## src/rtl/eda_frame_sequencer.sv

```systemverilog
// Frame loader and center sweeper that sits in front of eda_regional_max.
// It streams one raster-order frame into the core memory, then walks center_addr over every pixel.
module eda_frame_sequencer #(
    parameter int M           = 6,
    parameter int N           = 6,
    parameter int PIXEL_WIDTH = 8,
    parameter int I_WIDTH     = (M > 1) ? $clog2(M) : 1,
    parameter int J_WIDTH     = (N > 1) ? $clog2(N) : 1,
    parameter int ADDR_WIDTH  = I_WIDTH + J_WIDTH
) (
    input  logic                   clk,
    input  logic                   reset,
    input  logic                   s_valid,
    input  logic [PIXEL_WIDTH-1:0] s_pixel,
    output logic                   s_ready,
    input  logic                   abort,
    output logic                   write_en,
    output logic [ADDR_WIDTH-1:0]  wr_addr,
    output logic [PIXEL_WIDTH-1:0] pixel_out,
    output logic [ADDR_WIDTH-1:0]  center_addr,
    output logic                   center_valid,
    input  logic                   center_done,
    output logic                   frame_done,
    output logic                   busy
);

    typedef enum logic [1:0] {IDLE, LOAD, SWEEP} state_t;

    state_t                   state_q;
    logic [I_WIDTH-1:0]       row_q, row_d;
    logic [J_WIDTH-1:0]       col_q, col_d;
    logic                     s_ready_q;
    logic                     write_en_q;
    logic [ADDR_WIDTH-1:0]    wr_addr_q;
    logic [PIXEL_WIDTH-1:0]   pixel_out_q;
    logic [ADDR_WIDTH-1:0]    center_addr_q;
    logic                     center_valid_q;
    logic                     frame_done_q;
    logic                     last_pos;
    logic                     handshake;

    // One row/col counter pair serves both the load and the sweep; it always sits at 0 in IDLE.
    always_comb begin
        last_pos = (row_q == I_WIDTH'(M - 1)) && (col_q == J_WIDTH'(N - 1));
        col_d    = col_q + 1'b1;
        row_d    = row_q;
        if (col_q == J_WIDTH'(N - 1)) begin
            col_d = '0;
            row_d = row_q + 1'b1;
        end
    end

    assign handshake = s_valid && s_ready_q;

    always_ff @(posedge clk) begin
        if (reset || abort) begin
            state_q        <= IDLE;
            row_q          <= '0;
            col_q          <= '0;
            s_ready_q      <= 1'b0;
            write_en_q     <= 1'b0;
            wr_addr_q      <= '0;
            pixel_out_q    <= '0;
            center_addr_q  <= '0;
            center_valid_q <= 1'b0;
            frame_done_q   <= 1'b0;
        end else begin
            write_en_q   <= handshake;
            frame_done_q <= 1'b0;
            if (handshake) begin
                wr_addr_q   <= {row_q, col_q};
                pixel_out_q <= s_pixel;
            end
            case (state_q)
                IDLE, LOAD: begin
                    s_ready_q <= 1'b1;
                    if (handshake) begin
                        // The last pixel's write and the first center appear in the same cycle.
                        if (last_pos) begin
                            state_q        <= SWEEP;
                            row_q          <= '0;
                            col_q          <= '0;
                            center_addr_q  <= '0;
                            center_valid_q <= 1'b1;
                            s_ready_q      <= 1'b0;
                        end else begin
                            state_q <= LOAD;
                            row_q   <= row_d;
                            col_q   <= col_d;
                        end
                    end
                end
                SWEEP: begin
                    if (center_valid_q && center_done) begin
                        if (last_pos) begin
                            state_q        <= IDLE;
                            row_q          <= '0;
                            col_q          <= '0;
                            center_addr_q  <= '0;
                            center_valid_q <= 1'b0;
                            frame_done_q   <= 1'b1;
                            s_ready_q      <= 1'b1;
                        end else begin
                            row_q         <= row_d;
                            col_q         <= col_d;
                            center_addr_q <= {row_d, col_d};
                        end
                    end
                end
                default: state_q <= IDLE;
            endcase
        end
    end

    assign s_ready      = s_ready_q;
    assign write_en     = write_en_q;
    assign wr_addr      = wr_addr_q;
    assign pixel_out    = pixel_out_q;
    assign center_addr  = center_addr_q;
    assign center_valid = center_valid_q;
    assign frame_done   = frame_done_q;
    assign busy         = (state_q != IDLE);

endmodule

```

## config.mk

```make
export PLATFORM = sky130hd
export DESIGN_NAME = eda_frame_sequencer
export DESIGN_NICKNAME = d
export VERILOG_FILES = /design/src/rtl/eda_frame_sequencer.sv
export SDC_FILE = /design/constraint.sdc
export NUM_CORES = 1
export LEC_CHECK = 0
export ABC_AREA = 1
export CAP_MARGIN = 20
export CORE_MARGIN = 2
export CORE_UTILIZATION = 60
export CTS_CLUSTER_SIZE = 25
export DETAILED_ROUTE_END_ITERATION = 10
export DONT_BUFFER_PORTS = 1
export PLACE_DENSITY = 0.76
export SYNTH_ARGS = -nofsm -noshare
export SYNTH_HDL_FRONTEND = slang
export SYNTH_SLANG_ARGS = --single-unit
```

## constraint.sdc

```tcl
create_clock -name clk -period 1.8 [get_ports clk]
set_clock_uncertainty 0.2 [all_clocks]
set_input_delay 0.36 -clock clk [delete_from_list [all_inputs] [get_ports clk]]
set_output_delay 0.36 -clock clk [all_outputs]
set_load 0.02 [all_outputs]
```

### Word level (Yosys, flattened, before mapping)

Cells that the tools add are included.

| cells by class | value |
|---|---|
| muxes and demuxes | 30 |
| add/sub/neg operators | 2 |
| reductions and logical operators | 14 |
| bitwise operators | 2 |
| equal/unequal tests | 8 |

Operators with widths:

| cell | count |
|---|---|
| 2-to-1 mux 3 bit | 8 |
| 2-to-1 mux 6 bit | 4 |
| one-hot mux 3 bit (2 select lines) | 2 |
| one-hot mux 6 bit (2 select lines) | 1 |
| AND reduction 3 bit | 3 |
| 2-to-1 mux 1 bit | 8 |
| 2-to-1 mux 2 bit | 4 |
| != test 2 bit, second input constant | 4 |
| adder 3 x 1 -> 3 bit, second input constant | 2 |
| equality test 3 bit, second input constant | 2 |
| AND reduction 5 bit | 1 |
| one-hot mux 1 bit (2 select lines) | 2 |
| one-hot mux 2 bit (2 select lines) | 1 |
| AND reduction 4 bit | 1 |
| nonzero test 2 bit | 2 |
| logical AND 1 bit | 3 |
| OR reduction 3 bit | 1 |
| equality test 2 x 1 -> 1 bit, second input constant | 1 |
| equality test 2 bit, second input constant | 1 |
| logical NOT 2 bit | 1 |
| inverter 1 bit | 2 |
| OR reduction 2 bit | 1 |
| logical OR 1 bit | 1 |

| word-level totals | value |
|---|---|
| output and inout port bits | 25 |
| input port bits | 13 |
| register bits | 32 |
| logic and storage cells | 66 |

### Depth between registers and ports, before layout

Gate-level depths: netlist (run 1).

| logic depth | value |
|---|---|
| depth after elaboration | 5 |
| depth in mapped cells | 9 |
| depth with buffers taken out | 9 |

### Worst setup path after synthesis (run 1)

OpenSTA, ideal clock, no wires.

| timing path | value |
|---|---|
| kind | register to register |
| start point | register center_valid_q (netlist: center_valid) |
| end point | register center_addr_q[4] (netlist: center_addr[4]) |
| required time | 1.482 ns |
| data arrival time | 1.099 ns |
| library setup time | 0.118 ns |
| slack | 0.383 ns |
| period minus slack after synthesis | 1.417 ns |
| stages on the path, launching flop included | 6 |
| cell sequence | dfxtp_1 nand3_1 a21oi_2 nand2_2 nand2_1 a21oi_2 |

| between the ends | value |
|---|---|
| word-level cells in the longest chain between the ends | 3 |

Ends and longest elaborated chain:

| element | line | RTL |
|---|---|---|
| from (decl) | 37 | `logic center_valid_q;` |
| from (signal assigned) | 65 | `center_valid_q <= 1'b0;` |
| from (signal assigned) | 84 | `center_valid_q <= 1'b1;` |
| from (signal assigned) | 100 | `center_valid_q <= 1'b0;` |
| logical AND 1 bit | 94 | `if (center_valid_q && center_done) begin` |
| != test 2 bit (no line) | -- |  |
| AND reduction 4 bit (no line) | -- |  |
| to (signal assigned) | 106 | `center_addr_q <= {row_d, col_d};` |
| to (decl) | 36 | `logic [ADDR_WIDTH-1:0] center_addr_q;` |

No other way between the ends.
A chain may end at the register's enable or synchronous reset.

### Worst setup path after layout (run 1)

| timing path | value |
|---|---|
| start point | register row_q[1] |
| end point | register center_addr_q[4] (netlist: center_addr[4]) |

| between the ends | value |
|---|---|
| word-level cells in the longest chain between the ends | 5 |

Ends and longest elaborated chain:

| element | line | RTL |
|---|---|---|
| from (decl) | 30 | `logic [I_WIDTH-1:0] row_q, row_d;` |
| from (signal assigned) | 88 | `row_q <= row_d;` |
| from (signal assigned) | 104 | `row_q <= row_d;` |
| adder 3 x 1 -> 3 bit / equality test 3 bit (equally long branches) | 49, 44 |  |
| 2-to-1 mux 3 bit / logical AND 1 bit (equally long branches) | 47, 44 |  |
| 2-to-1 mux 6 bit | 95 | `if (last_pos) begin` |
| 2-to-1 mux 6 bit | 94 |  |
| one-hot mux 6 bit (2 select lines) | 74 | `case (state_q)` |

Parallel ways exist; a longest one is shown, timed or not. The select of a mux whose other input is x is not followed.

==> results of run 1 <==
layout make-up:
class,instances,area share (%)
flip-flops and latches,32,42.2
multi-input cells,129,42.1
repair buffers,11,6.27
clock buffers,8,3.87
inverters,13,3.22
well taps,28,2.31
cells by family (layout without fill, tap and decap cells):
group                      count (synthesis)  after routing  synth area share, %
AOI/OAI and AO/OA                         45             45                 17.2
adders and majority gates                  2              2                 1.85
buffers and inverters                     18             32                 5.19
DFF                                       32             32                 47.5
and+or+nand+nor                           82             82                 28.3
flip-flops by register name, summed over array words and instances, names as in the netlist:
name and flops:
wr_addr 6, row_q 3, col_q 3, center_addr 6
pixel_out 8, frame_done 1, state_q 2, s_ready 1
write_en 1, center_valid 1
synth_stat cells, drive strengths merged:
master and n:
nand2 39, nor2 33, dfxtp 32, o21ai 24, a21oi 21, inv 12
nand3 10, buf 3, clkbuf 2, ha 2, clkinv 1
stage by stage:
step	total power, W	setup WS [ps]	cells
CTS	0.00124	174	220
global route	0.00128	89.7	221
detailed placement	0.000818	255	208
floorplan	0.000800	383	179
finish	0.00123	170	221
global placement	0.000816	246	208
metal layers:
layer | vias to the layer above | GRT usage (%)
met4 | 0 | 13.2
met5 | - | 0
met3 | 8 | 7.31
met2 | 31 | 37.8
li1 | 605 | -
met1 | 522 | 24.3
placed cells by master (no fill, tap or decap):
cell type	instances
nand2_1	34
dfxtp_1	32
nor2_1	29
o21ai_0	23
a21oi_1	19
inv_1	10
nand3_1	8
buf_4	6
clkbuf_4	5
dlygate4sd3_1	5
nand2_2	4
inv_2	2
a21oi_2	2
nor2_4	2
nand3_2	2
ha_1	2
clkbuf_1	2
nand2_4	1
nor2_8	1
clkinv_1	1
nor2_2	1
o21ai_1	1
clkbuf_8	1
worst max path at each step:
stage / from / depth (start not counted) / to / slack, ps
detailed placement: row_q[1]$_SDFFE_PP0P_ / 7 / center_addr[4]$_SDFFE_PP0P_ / 260
floorplan: center_valid$_SDFFE_PP0P_ / 5 / center_addr[4]$_SDFFE_PP0P_ / 380
global route: row_q[1]$_SDFFE_PP0P_ / 7 / center_addr[4]$_SDFFE_PP0P_ / 90
CTS: row_q[1]$_SDFFE_PP0P_ / 7 / center_addr[4]$_SDFFE_PP0P_ / 170
global placement: row_q[1]$_SDFFE_PP0P_ / 7 / center_addr[4]$_SDFFE_PP0P_ / 250
finish: row_q[1]$_SDFFE_PP0P_ / 7 / center_addr[4]$_SDFFE_PP0P_ / 170
power by group:
group	switching, W	total [W]	internal [W]
clock network	0.000224	0.000416	0.000192
registers	0.0000179	0.000737	0.000719
logic	0.0000454	0.0000742	0.0000287
total	0.000287	0.00123	0.000940
==> impl_metrics.ini, run 1 <==
[route]
dr_wl_met2_mm = 1.28
vias_per_cell = 5.28
dr.pass1.iters = 4
maxUsedRoutingLayer = met4
wl_met3_um = 155
drt_iter0_drc = 26
antenna_left = 0
vias = 1166
routed_wl_mm = 2.76
wl_met1_mm = 1.26
drc = 0
routedWlPerCell_um = 12.5

[setup_path]
path_delay_family = compound AO/OA/AOI/OAI gates
cp_slowest_cell = dfxtp_1
worstSetupPathType = flop to flop
end_kind = flop
rr_startpoint = row_q[1]$_SDFFE_PP0P_
timing.critical_path.buf_inv = 2
cp_common_cell = inv_1
critical_path_peak_fanout = 3
max_stage_delay_ps = 370
reg2reg_depth = 7
arrival_ps = 1690
ff2ff_setup_slack_ps = 170
crit_path_start_kind = flop
required_ps = 1860
path_cells = inv_1, ha_1, nand2_1, inv_1, o21ai_0, nand3_2, a21oi_2
rr_endpoint = center_addr[4]$_SDFFE_PP0P_

[timing]
fin_crit_sh_pct = 90.6
hold_violations = 0
setup_viol = 0
worst_pin_slew_ps = 350
relSlewSlack_pct = 76.7
layout_min_cycle_time_ps = 1630
max_freq_ghz = 0.613
finalMaxSlewViolations = 0
hold_ws_ps = 4.87
rsz0062_at_grt = false
tns_ps = 0

[hold_path]
holdPathStages = 2
hold_start = s_pixel[1]
min_path_type = primary input to flop
hold_end = pixel_out[1]$_SDFFE_PP0P_

[synth]
syn_inst = 179
ys_types = 21
synth_nets = 194
ys_seq_elements = 32
synth_area_um2 = 1350
syn_avg_cell_area_um2 = 7.54
yosys.area.top_type = dfxtp_1
synthTopCellsByArea = dfxtp_1, nand2_1, o21ai_0
ys_seq_area_share_pct = 47.5
yosysWarnings = 0
synth_top_area_share_pct = 47.5

[floorplan]
rows = 17
core_um2 = 2170
start_util_pct = 62.2
die_width_um = 51.4
die_y_um = 51.4
die-area_um2 = 2650
pin_count = 38

[grt]
track_usage_pct = 22.4
grt.overflow.total = 0
grt_pass1_wl_mm = 4.33
grt_pass1_vias = 1032
antenna_found_initial = 0
grt_max_degree = 19

[clock_network]
cts_setup_buffers = 0
cts_tree = done
holdBufCountCts = 4
path_clk_slew_ps = 90
cts_buffers = 5
cts-root-buf = clkbuf_4
clk_latency_ps = 330
h-tree-depth = 2
cts_sinks = 32
clock_path_buffers = 2
cts_resized = 0

[final_layout]
multi_input_area_um2 = 639
final-seq-area_um2 = 641
n_antenna_cell = 0
layout.nets = 207
fillers = 186
area_growth_pct = 12.4
fin_area_um2 = 1520
drive_above_1_share_pct = 14.0
finalCoreUtilization_pct = 70.0

[outcome]
status = complete, no violations

[pwr]
p_leak_nw = 0.627
irDropWorstVdd_uv = 679
power.density_nw_per_um2 = 809

[place]
dpl_cell_area_um2 = 1410
gp_congestion = 0.842
dp_hpwl_mm = 1.95
port_buffers = 0

[run]
max-cap-violations = 0
Power figures use the tool's default switching activity.
==> run 2: changes to the inputs <==
--- a/config.mk
+++ b/config.mk
@@ -6,7 +6,7 @@
 export NUM_CORES = 1
 export LEC_CHECK = 0
 export ABC_AREA = 1
-export CAP_MARGIN = 20
+export CAP_MARGIN = 15
 export CORE_MARGIN = 2
 export CORE_UTILIZATION = 60
 export CTS_CLUSTER_SIZE = 25
==> constraint.sdc (replaced) <==
create_clock -name clk -period 1.8 [get_ports clk]
set_clock_uncertainty 0.2 [all_clocks]
set_input_delay 0.54 -clock clk [delete_from_list [all_inputs] [get_ports clk]]
set_output_delay 0.54 -clock clk [all_outputs]
set_load 0.02 [all_outputs]
==> impl_metrics.ini, run 2 (synthesized netlist as in run 1, its figures left out) <==
[final_layout]
largest_reg_flops = 8
fin_area_um2 = 1470
drive_above_1_share_pct = 14.9
final_cells = 216
layout_common_cells = nand2_1, dfxtp_1, nor2_1
n_antenna_cell = 0
area_growth_pct = 8.80
layout.nets = 202
fillers = 207
final_common_cell = nand2_1

[route]
vias_per_cell = 5.29
dr.pass1.iters = 4
drt_iter0_drc = 32
routed_wl_mm = 2.72
antenna_left = 0
vias = 1142
routedWlPerCell_um = 12.6
drc = 0

[grt]
grt.overflow.total = 0
grt_max_degree = 19
antenna_found_initial = 0
grt_pass1_wl_mm = 4.48
track_usage_pct = 23.4
grt_pass1_vias = 1069

[place]
dp_cells = 208
dp_hpwl_mm = 1.99
gp_congestion = 0.822
dpl_worst_slack_ps = 203
dpl_cell_area_um2 = 1410
port_buffers = 0

[timing]
fin_crit_sh_pct = 95.7
finalMaxSlewViolations = 0
tns_ps = 0
fin_ws_ps = 77.7
rsz0062_at_grt = false
layout_min_cycle_time_ps = 1720
relSlewSlack_pct = 74.3
max_freq_ghz = 0.581
worst_pin_slew_ps = 385
setup_viol = 0
hold_violations = 0

[clock_network]
cts_buffers = 5
cts_tree = done
cts-root-buf = clkbuf_4
clock_path_buffers = 2
holdBufCountCts = 0
cts_sinks = 32
h-tree-depth = 2
clk_latency_ps = 330
path_clk_slew_ps = 100

[setup_path]
worstSetupPathType = flop to output pin
arrival_ps = 980
crit_path_start_kind = flop
end_kind = output pin
cp_slowest_cell = dfxtp_2
critical_path_peak_fanout = 6
path_delay_family = flip-flops
max_stage_delay_ps = 360
required_ps = 1060
path_cells = inv_2, nand2_1
timing.critical_path.buf_inv = 1

[floorplan]
core_um2 = 2170
start_util_pct = 62.2
die_y_um = 51.4
die-area_um2 = 2650
pin_count = 38
rows = 17
die_width_um = 51.4

[hold_path]
min_path_type = primary input to flop

[pwr]
irDropWorstVdd_uv = 528
p_leak_nw = 0.606
power.density_nw_per_um2 = 832
power_w = 0.00122

[run]
max-cap-violations = 0

[outcome]
status = complete, no violations
==> run 2: cell type report <==
type | count | area, um2 | share of cell area, %
Multi-Input combinational cell | 129 | 639 | 43.5
Tap cell | 28 | 35.0 | 2.39
Timing Repair Buffer | 6 | 45.0 | 3.07
Sequential cell | 32 | 642 | 43.7
Inverter | 13 | 48.8 | 3.32
Clock buffer | 8 | 58.8 | 4.00
==> run 2: per-layer routing <==
metal	up-vias	GRT usage [%]	share of wire, %
met1	496	25.6	42
met4	0	14.5	1.1
met3	4	7.31	8.9
met2	43	39.1	48
li1	599	-	-
met5	-	0	0
==> run 2: final timing paths <==
kind | cells past startpoint | start | slack (ps) | endpoint
max | 2 | state_q[1]$_SDFFE_PP0P_ | 80 | busy
min | 2 | s_pixel[4] | 180 | pixel_out[4]$_SDFFE_PP0P_
max reg2reg | 5 | center_valid$_SDFFE_PP0P_ | 190 | center_addr[2]$_SDFFE_PP0P_
min reg2reg | 2 | s_ready$_SDFFE_PP0P_ | 310 | s_ready$_SDFFE_PP0P_
==> run 2: stage by stage <==
stage	utilization [%]	hold slack, ps
finish	67.7	180
global route	67.7	158
CTS	67.6	166
detailed placement	64.9	282
global placement	64.9	266
floorplan	-	267
==> run 2: timing repair <==
action	CTS	global route
resized for setup	0	1
setup buffers	0	0
endpoints found under the setup margin	0	1
==> run 2: power by group <==
| group | leakage, nW | switching [W] | internal [W] | total [W] |
|---|---|---|---|---|
| Sequential | 0.259 | 0.0000181 | 0.000719 | 0.000737 |
| Combinational | 0.314 | 0.0000431 | 0.0000225 | 0.0000656 |
| Clock | 0.0326 | 0.000227 | 0.000193 | 0.000420 |
| Total | 0.606 | 0.000288 | 0.000934 | 0.00122 |
==> run 3: changes to the inputs <==
--- a/config.mk
+++ b/config.mk
@@ -9,7 +9,6 @@
 export CAP_MARGIN = 15
 export CORE_MARGIN = 2
 export CORE_UTILIZATION = 60
-export CTS_CLUSTER_SIZE = 25
 export DETAILED_ROUTE_END_ITERATION = 10
 export DONT_BUFFER_PORTS = 1
 export PLACE_DENSITY = 0.76
==> results of run 3 <==
Final layout, timing and power as in run 2 (identical DEF).
